<file path="config.mk">
export PLATFORM = sky130hd
export DESIGN_NAME = spi_master_ctrl
export DESIGN_NICKNAME = d
export VERILOG_FILES = /design/src/rtl/spi_pkg.sv /design/src/rtl/spi_clk_gen.sv /design/src/rtl/spi_master_ctrl.sv
export SDC_FILE = /design/constraint.sdc
export NUM_CORES = 1
export LEC_CHECK = 0
export CELL_PAD_IN_SITES_DETAIL_PLACEMENT = 1
export CELL_PAD_IN_SITES_GLOBAL_PLACEMENT = 2
export CORE_AREA = 2 2 128 130
export DETAILED_ROUTE_END_ITERATION = 12
export DIE_AREA = 0 0 130 132
export PLACE_DENSITY_LB_ADDON = 0.1
export SETUP_SLACK_MARGIN = 0.05
export SLEW_MARGIN = 20
export SYNTH_ARGS = -nofsm -noshare
export SYNTH_HDL_FRONTEND = slang
export SYNTH_SLANG_ARGS = --single-unit
</file>
<file path="constraint.sdc">
create_clock -name clk -period 8.94 [get_ports clk]
set_input_delay 1.341 -clock clk [delete_from_list [all_inputs] [get_ports clk]]
set_output_delay 1.341 -clock clk [all_outputs]
set_load 0.03 [all_outputs]
</file>
<file path="src/rtl/spi_pkg.sv">
// Shared types and helpers for the SPI master controller.
package spi_pkg;

    // Transfer sequencing states.
    typedef enum logic [1:0] {
        IDLE,
        LEAD,
        XFER,
        TRAIL
    } spi_state_t;

    // Per-transfer mode, latched at the accept edge.
    typedef struct packed {
        logic cpol;
        logic cpha;
        logic lsb_first;
    } spi_mode_t;

    // Width of the half-period counter; never narrower than one bit.
    function automatic int half_cnt_width(input int clk_divide);
        return (clk_divide / 2 > 1) ? $clog2(clk_divide / 2) : 1;
    endfunction

endpackage

</file>
<file path="src/rtl/spi_clk_gen.sv">
// Half-period timer: one-cycle tick every CLK_DIVIDE/2 cycles while enabled,
// tagged as a leading or trailing SCLK edge.
module spi_clk_gen
    import spi_pkg::*;
#(
    parameter int CLK_DIVIDE = 100
) (
    input  logic clk,
    input  logic sreset,
    input  logic en,
    output logic tick,
    output logic leading,
    output logic trailing
);

    localparam int H  = CLK_DIVIDE / 2;
    localparam int CW = half_cnt_width(CLK_DIVIDE);
    localparam logic [CW-1:0] LAST = CW'(H - 1);

    logic [CW-1:0] cnt;
    logic          phase;

    assign tick     = en && (cnt == LAST);
    assign leading  = tick && !phase;
    assign trailing = tick && phase;

    // Count half-periods while active; held at zero when idle so the first tick lands H cycles after accept.
    always_ff @(posedge clk) begin
        // NOTE: sequential state uses non-blocking assignments so every flop samples pre-edge values.
        if (sreset || !en) begin
            cnt   <= '0;
            phase <= 1'b0;
        end else if (tick) begin
            cnt   <= '0;
            phase <= ~phase;
        end else begin
            cnt   <= cnt + CW'(1);
        end
    end

endmodule

</file>
<file path="src/rtl/spi_master_ctrl.sv">
// SPI master: FSM, bit counter, TX/RX shift registers and slave-select decode.
module spi_master_ctrl
    import spi_pkg::*;
#(
    parameter int CLK_DIVIDE = 100,
    parameter int SPI_MAXLEN = 16,
    parameter int NUM_SS     = 4
) (
    input  logic                          clk,
    input  logic                          sreset,
    input  logic                          start_cmd,
    output logic                          spi_drv_rdy,
    input  logic [$clog2(SPI_MAXLEN):0]   n_clks,
    input  logic [SPI_MAXLEN-1:0]         tx_data,
    input  logic [$clog2(NUM_SS)-1:0]     ss_sel,
    input  logic                          cpol,
    input  logic                          cpha,
    input  logic                          lsb_first,
    output logic [SPI_MAXLEN-1:0]         rx_miso,
    output logic                          rx_valid,
    output logic                          SCLK,
    output logic                          MOSI,
    input  logic                          MISO,
    output logic [NUM_SS-1:0]             SS_N
);

    localparam int LEN_W = $clog2(SPI_MAXLEN) + 1;
    localparam int SS_W  = $clog2(NUM_SS);
    localparam logic [LEN_W-1:0] MAXLEN = LEN_W'(SPI_MAXLEN);

    spi_state_t              state, state_next;
    spi_mode_t               mode;
    logic [LEN_W-1:0]        n_len, bit_cnt, n_req;
    logic [SPI_MAXLEN-1:0]   tx_sr, rx_sr, tx_aligned, rx_aligned;
    logic [NUM_SS-1:0]       ss_dec;
    logic                    tick, leading, trailing;
    logic                    accept, sclk_edge, done, sample_ev, advance_ev;

    // Next bit to drive from a shift register for the given order.
    function automatic logic first_bit(input logic [SPI_MAXLEN-1:0] sr, input logic lsb);
        return lsb ? sr[0] : sr[SPI_MAXLEN-1];
    endfunction

    // Shift register after consuming one bit.
    function automatic logic [SPI_MAXLEN-1:0] shift_out(input logic [SPI_MAXLEN-1:0] sr, input logic lsb);
        return lsb ? (sr >> 1) : (sr << 1);
    endfunction

    spi_clk_gen #(.CLK_DIVIDE(CLK_DIVIDE)) u_clk_gen (
        .clk      (clk),
        .sreset   (sreset),
        .en       (state != IDLE),
        .tick     (tick),
        .leading  (leading),
        .trailing (trailing)
    );

    assign spi_drv_rdy = (state == IDLE);
    assign n_req       = (n_clks > MAXLEN) ? MAXLEN : n_clks;
    // MSB-first data is left-aligned so the first bit always sits at the top.
    assign tx_aligned  = lsb_first ? tx_data : (tx_data << (MAXLEN - n_req));
    // LSB-first bits enter from the top and are right-aligned at completion.
    assign rx_aligned  = mode.lsb_first ? (rx_sr >> (MAXLEN - n_len)) : rx_sr;

    // Active-low one-hot select; out-of-range indices leave every line high.
    always_comb begin
        ss_dec = '1;
        for (int i = 0; i < NUM_SS; i++) begin
            ss_dec[i] = (ss_sel != SS_W'(i));
        end
    end

    // State register.
    always_ff @(posedge clk) begin
        if (sreset) state <= IDLE;
        else        state <= state_next;
    end

    // Next-state logic and per-cycle strobes.
    always_comb begin
        // NOTE: every combinational output gets a default first so no path infers a latch.
        state_next = state;
        accept     = 1'b0;
        sclk_edge  = 1'b0;
        done       = 1'b0;
        unique case (state)
            IDLE: begin
                if (start_cmd && (n_clks != '0)) begin
                    accept     = 1'b1;
                    state_next = LEAD;
                end
            end
            LEAD: begin
                if (tick) begin
                    sclk_edge  = 1'b1;
                    state_next = XFER;
                end
            end
            XFER: begin
                if (tick) begin
                    if (bit_cnt == n_len) state_next = TRAIL;
                    else                  sclk_edge  = 1'b1;
                end
            end
            TRAIL: begin
                if (tick) begin
                    done       = 1'b1;
                    state_next = IDLE;
                end
            end
            default: state_next = IDLE;
        endcase
    end

    // Map the SCLK edge onto sample/advance actions for the latched phase.
    always_comb begin
        sample_ev  = 1'b0;
        advance_ev = 1'b0;
        if (sclk_edge) begin
            if (mode.cpha) begin
                sample_ev  = trailing;
                advance_ev = leading;
            end else begin
                sample_ev  = leading;
                advance_ev = trailing && (bit_cnt != n_len - LEN_W'(1));
            end
        end
    end

    // Datapath: latch command, toggle SCLK, shift TX/RX, drive selects and results.
    always_ff @(posedge clk) begin
        if (sreset) begin
            // NOTE: shift registers and the result register are ordinary flops, so reset clears them all.
            SS_N     <= '1;
            SCLK     <= 1'b0;
            MOSI     <= 1'b0;
            rx_valid <= 1'b0;
            rx_miso  <= '0;
            tx_sr    <= '0;
            rx_sr    <= '0;
            bit_cnt  <= '0;
            n_len    <= '0;
            mode     <= '0;
        end else begin
            rx_valid <= 1'b0;
            if (state == IDLE) SCLK <= cpol;
            if (accept) begin
                n_len   <= n_req;
                mode    <= {cpol, cpha, lsb_first};
                bit_cnt <= '0;
                rx_sr   <= '0;
                SS_N    <= ss_dec;
                if (cpha) begin
                    MOSI  <= 1'b0;
                    tx_sr <= tx_aligned;
                end else begin
                    MOSI  <= first_bit(tx_aligned, lsb_first);
                    tx_sr <= shift_out(tx_aligned, lsb_first);
                end
            end
            if (sclk_edge) SCLK <= ~SCLK;
            if (sclk_edge && trailing) bit_cnt <= bit_cnt + LEN_W'(1);
            if (sample_ev) begin
                rx_sr <= mode.lsb_first ? {MISO, rx_sr[SPI_MAXLEN-1:1]}
                                        : {rx_sr[SPI_MAXLEN-2:0], MISO};
            end
            if (advance_ev) begin
                MOSI  <= first_bit(tx_sr, mode.lsb_first);
                tx_sr <= shift_out(tx_sr, mode.lsb_first);
            end
            if (done) begin
                SS_N     <= '1;
                SCLK     <= mode.cpol;
                MOSI     <= 1'b0;
                rx_miso  <= rx_aligned;
                rx_valid <= 1'b1;
            end
        end
    end

endmodule

</file>
# Word-level counts from Yosys, hierarchy flattened
# Index checks and enable logic that the tools add are counted.
# op_classes
n_addsub	5
magnitude_cmp	1
eq_ne	14
shift	2
mux	39
bitwise	2
n_reduce_logical	20
# ops
op	n
$mux 16	10
$mux 1	19
$shl 16x5->16	1
$shr 16x5->16	1
$mux 5	3
$mux 2	5
$ne 2x1->1 const B	5
$reduce_bool 2->1	5
$sub 5x5->5 const A	2
$pmux 2 s4	1
$add 6x1->6 const B	1
$eq 6x6->1 const B	1
$logic_and 1x1->1	6
$ne 2x2->1 const B	3
$add 5x1->5 const B	1
$eq 5x5->1	1
$gt 5x5->1 const B	1
$ne 5x5->1	1
$reduce_and 5->1	1
$reduce_bool 5->1	1
$sub 5x1->5 const B	1
$eq 2x2->1 const B	2
$reduce_or 2->1	2
$reduce_bool 3->1	1
6 further kinds	8
# totals
regBits	77
inputBits	30
output_inout_bits	24
word_cells	98

# Depth between registers and ports, before layout
# logic_depth
word_depth	9
ltp_mapped	14
ltp_nobuf	10

# Modules after synthesis
# From an unflattened synthesis, not the netlist that was laid out.
# unflattened
cells_unflattened	698
hier_area_um2	5726.7
# by_module_without_submodules
module	n_inst	cells_per_inst	area_per_inst_um2	seq_area_each_um2
spi_master_ctrl	1	664	5405.2	1401.3
spi_clk_gen	1	34	321.6	140.1

# Least setup slack after synthesis
# OpenSTA, ideal clock, no wires.
# synth_path
path_type	input-to-reg
start	input n_clks[0]
end	register tx_sr[12]
setup_ns	0.086
arrival_time_ns	3.761
required_ns	8.854
setup_slack_ns	5.093
path_stages	13
n_path_buf	5
path_cell_list	nor2b_1 > buf_2 > buf_4 > inv_2 > ha_1 > buf_2 > buf_1 > clkbuf_1 > mux2i_1 > nand2_1 > a31oi_1 > o21ai_0 > a211oi_1
# synth_via
elab_chain_cells	9
elab_cells_between_ends	14
classes_between	add/sub: 1; order compare: 1; shift: 1; mux: 8; reduce/logical: 3
# synth_rtl
element	line_no	rtl
start: declaration	spi_master_ctrl.sv:13	input logic [$clog2(SPI_MAXLEN):0] n_clks,
$gt 5x5->1	spi_master_ctrl.sv:59	assign n_req = (n_clks > MAXLEN) ? MAXLEN : n_clks;
$mux 5	spi_master_ctrl.sv:59	
$sub 5x5->5	spi_master_ctrl.sv:61	assign tx_aligned = lsb_first ? tx_data : (tx_data << (MAXLEN - n_req));
$shl 16x5->16	spi_master_ctrl.sv:61	
$mux 16	spi_master_ctrl.sv:61	
$mux 16	spi_master_ctrl.sv:46	return lsb ? (sr >> 1) : (sr << 1);
$mux 16	spi_master_ctrl.sv:153	if (cpha) begin
$mux 16	spi_master_ctrl.sv:147	if (accept) begin
$mux 16	spi_master_ctrl.sv:167	if (advance_ev) begin
end signal: assignment	spi_master_ctrl.sv:155	tx_sr <= tx_aligned;
end signal: assignment	spi_master_ctrl.sv:158	tx_sr <= shift_out(tx_aligned, lsb_first);
end signal: assignment	spi_master_ctrl.sv:169	tx_sr <= shift_out(tx_sr, mode.lsb_first);
end: declaration	spi_master_ctrl.sv:34	logic [SPI_MAXLEN-1:0] tx_sr, rx_sr, tx_aligned, rx_aligned;
# Several ways; a longest one is shown, not always the timed one. The select of a mux whose other input is x is not followed.
# A chain may end at the register's enable or synchronous reset.

# Worst setup path after layout
# layout_path
start	input n_clks[0]
end	register tx_sr[5]
# Same word-level chain as after synthesis.

==> qor.csv <==
metric,value,unit
status,"complete, no violations",
power_leakage,2.31,nW
tritoncts,yes,
maxSlewViolCount,0,
port_buffers,53,
clkLatencyLatePin,350,ps
vias,5470,
grt_pass1_wl,29.6,mm
drt_drc_violations_left,0,
syn-num-nets,764,
grt_pass1_vias,5471,
synth.avg_cell_area,7.92,um^2
areaGrowthSynthToFinish,15.8,%
ys_types,68,
cts_root_buf,clkbuf_16,
ys_seq_area_share,26.9,%
timing.slew.headroom,31.8,%
p_seq_share,34.3,%
reg2reg_depth,7,
finalCritPeriodShare,57.4,%
synth_seq_cells,77,
ant_nets,0,
crit_slowest_cell,xnor2_1,
synth_cells,724,
crit_cells,11,
cp_num_buf_inv,3,
min_path_cells,2,
gr-total-overflow,0,
p_sw_share,38.8,%
path_clk_slew,70,ps
end_kind,register,
layout_common_cells,"nor2_1 (81), dfxtp_1 (76), nand2_1 (73)",
synth_ff_type,dfxtp_1,
antenna_found_initial,0,
crit_family,buffers and inverters,
synth_area,5740,um^2
cts_max_level,3,
cts_resized,0,
placed_area,6330,um^2
cp_max_fo,27,
slowest_delay,840,ps
dieArea,17200,um^2
clock_sinks,77,
cts-buffers-inserted,9,
dp_hpwl,13.4,mm
skew,10.7,ps
period_needed,5130,ps
max_freq,195,MHz
switchingPower,470,uW
hold_violations,0,
finalPower,1.21,mW
p_int,742,uW
routedWlPerCell,18.8,um
viasPerCell,5.70,
design_area,6640,um^2
row_count,46,
drive_above_1_share,10.3,%
fp.dieH,132,um
crit_type,input port to register,
routabilityCongestion,0.879,
grt_max_degree,50,
grt_setup_unrepaired,no,
core_area,15700,um^2
num_antenna_cells,0,
routed_wl,18.1,mm
tightestPinTransition,1020,ps
ios,54,
cts_max_path_buffers,2,
p_per_area,182,nW/um^2
reg2reg_slack,4860,ps
ys_async_sr_fraction,0,%
crit_required,9130,ps
startpoint_type,input port,
initial_core_util,36.5,%
gr-usage-all-layers,21.6,%
hold_buffers,0,
hold_class,register to register,
hold_slack,456,ps
path_cells,"clkdlybuf4s50_1, nor2b_2, buf_4, inv_2, ha_1, xnor2_1, mux2_2, o211ai_1, a21oi_1, a211oi_1, a2111oi_1",
setup_viol,0,
yosys_warnings,0,
die_w,130,um
peakVddDrop,0.0903,mV
postCtsSetupBuffers,0,
drv_cap,0,
p_clk_share,30.1,%
detail_route.first_pass.iterations,4,
final_common_cell,nor2_1,
drtIter0Drc,348,
synth_edf_count,0,
cp.arrival,5320,ps
tns,0,ps
nets,779,
comb_power_share,35.6,%
cells in the mapped netlist (2+ instances only):
library cell | count | area, um^2
nor2_2 | 2 | 12.5
o21ai_0 | 39 | 195
a31oi_1 | 23 | 144
o31ai_1 | 5 | 37.5
a22o_1 | 15 | 131
dfxtp_1 | 77 | 1540
buf_6 | 3 | 33.8
o211ai_1 | 11 | 82.6
mux2i_1 | 49 | 490
nand4_1 | 5 | 31.3
a221oi_1 | 2 | 17.5
and3_1 | 5 | 31.3
mux2_2 | 19 | 214
ha_1 | 10 | 125
clkbuf_1 | 30 | 113
or2_2 | 5 | 31.3
a32oi_1 | 4 | 35.0
a41oi_1 | 3 | 26.3
inv_1 | 21 | 78.8
buf_1 | 6 | 22.5
nor2_1 | 81 | 304
o22ai_1 | 15 | 93.8
nand2_1 | 73 | 274
nand3_1 | 15 | 75.1
xnor2_1 | 10 | 87.6
nor4_1 | 3 | 18.8
a211oi_1 | 14 | 105
nand2b_1 | 12 | 75.1
nor3_1 | 11 | 55.1
xor2_1 | 9 | 78.8
mux4_2 | 12 | 270
or3_1 | 3 | 18.8
nor2b_1 | 13 | 81.3
a21oi_1 | 59 | 295
nand3b_1 | 3 | 22.5
buf_2 | 16 | 80.1
o221ai_1 | 5 | 43.8
and3b_1 | 3 | 26.3
nor3b_1 | 4 | 30.0
per-stage QoR:
stage	util (%)	cells	setup slack, ps
3_3_place_gp	40.3	944	3430
5_1_grt	42.3	960	3460
4_1_cts	42.2	960	3550
3_5_place_dp	40.3	944	3190
2_1_floorplan	-	724	5090
6_report	42.3	960	3810
tightest hold or removal path: stages, from the launching register on:
cell and delay (ps):
dfxtp_1 320, nand2_1 40, o21ai_0 60
path summary, 6_finish.rpt:
kind              start         end
min reg2reg  rx_miso[8]  rx_miso[8]
max reg2reg    n_len[0]    tx_sr[1]
max           n_clks[0]    tx_sr[5]
min          rx_miso[8]  rx_miso[8]
state kept, by name, summed over array words and instances, names as in the netlist, 3 cells and up:
name / cells
SS_N: 4
bit_cnt: 5
mode: 3
n_len: 5
rx_miso: 16
rx_sr: 16
tx_sr: 16
u_clk_gen.cnt: 6
power by group through the flow:
stage	combinational [mW]	sequential (mW)	clock (mW)
2_1_floorplan	0.319	0.410	0
3_3_place_gp	0.419	0.421	0
3_5_place_dp	0.431	0.423	0
4_1_cts	0.432	0.415	0.379
5_1_grt	0.478	0.421	0.392
6_report	0.432	0.415	0.365
cell type report:
type / count / area, um^2
fillers: 1912 / 9070
repair buffers: 60 / 578
multi-input cells: 568 / 3880
flip-flops and latches: 77 / 1540
inverters: 23 / 86.3
clock buffers: 9 / 225
well taps: 216 / 270
clock inverters: 7 / 63.8
per-layer routing:
metal	GRT usage [%]	wire, um	vias up
met5	0	0	-
met4	5.50	287	0
met3	3.04	464	18
met2	36.6	8980	71
met1	28.5	8340	2689
li1	-	-	2692
kinds of logic (layout without fill, tap and decap cells):
family                   Yosys count  after routing  synth area share (%)
AO/OA/AOI/OAI                    213            213                  24.5
XOR/XNOR                          19             19                  2.90
adder cells (fa/ha/maj)           10             10                  2.18
buffers and inverters             79             99                  5.98
flip-flops                        77             77                  26.9
multiplexers                      80             80                  17.0
AND/OR/NAND/NOR                  246            246                  20.5
(Power assumes the default switching activity.)
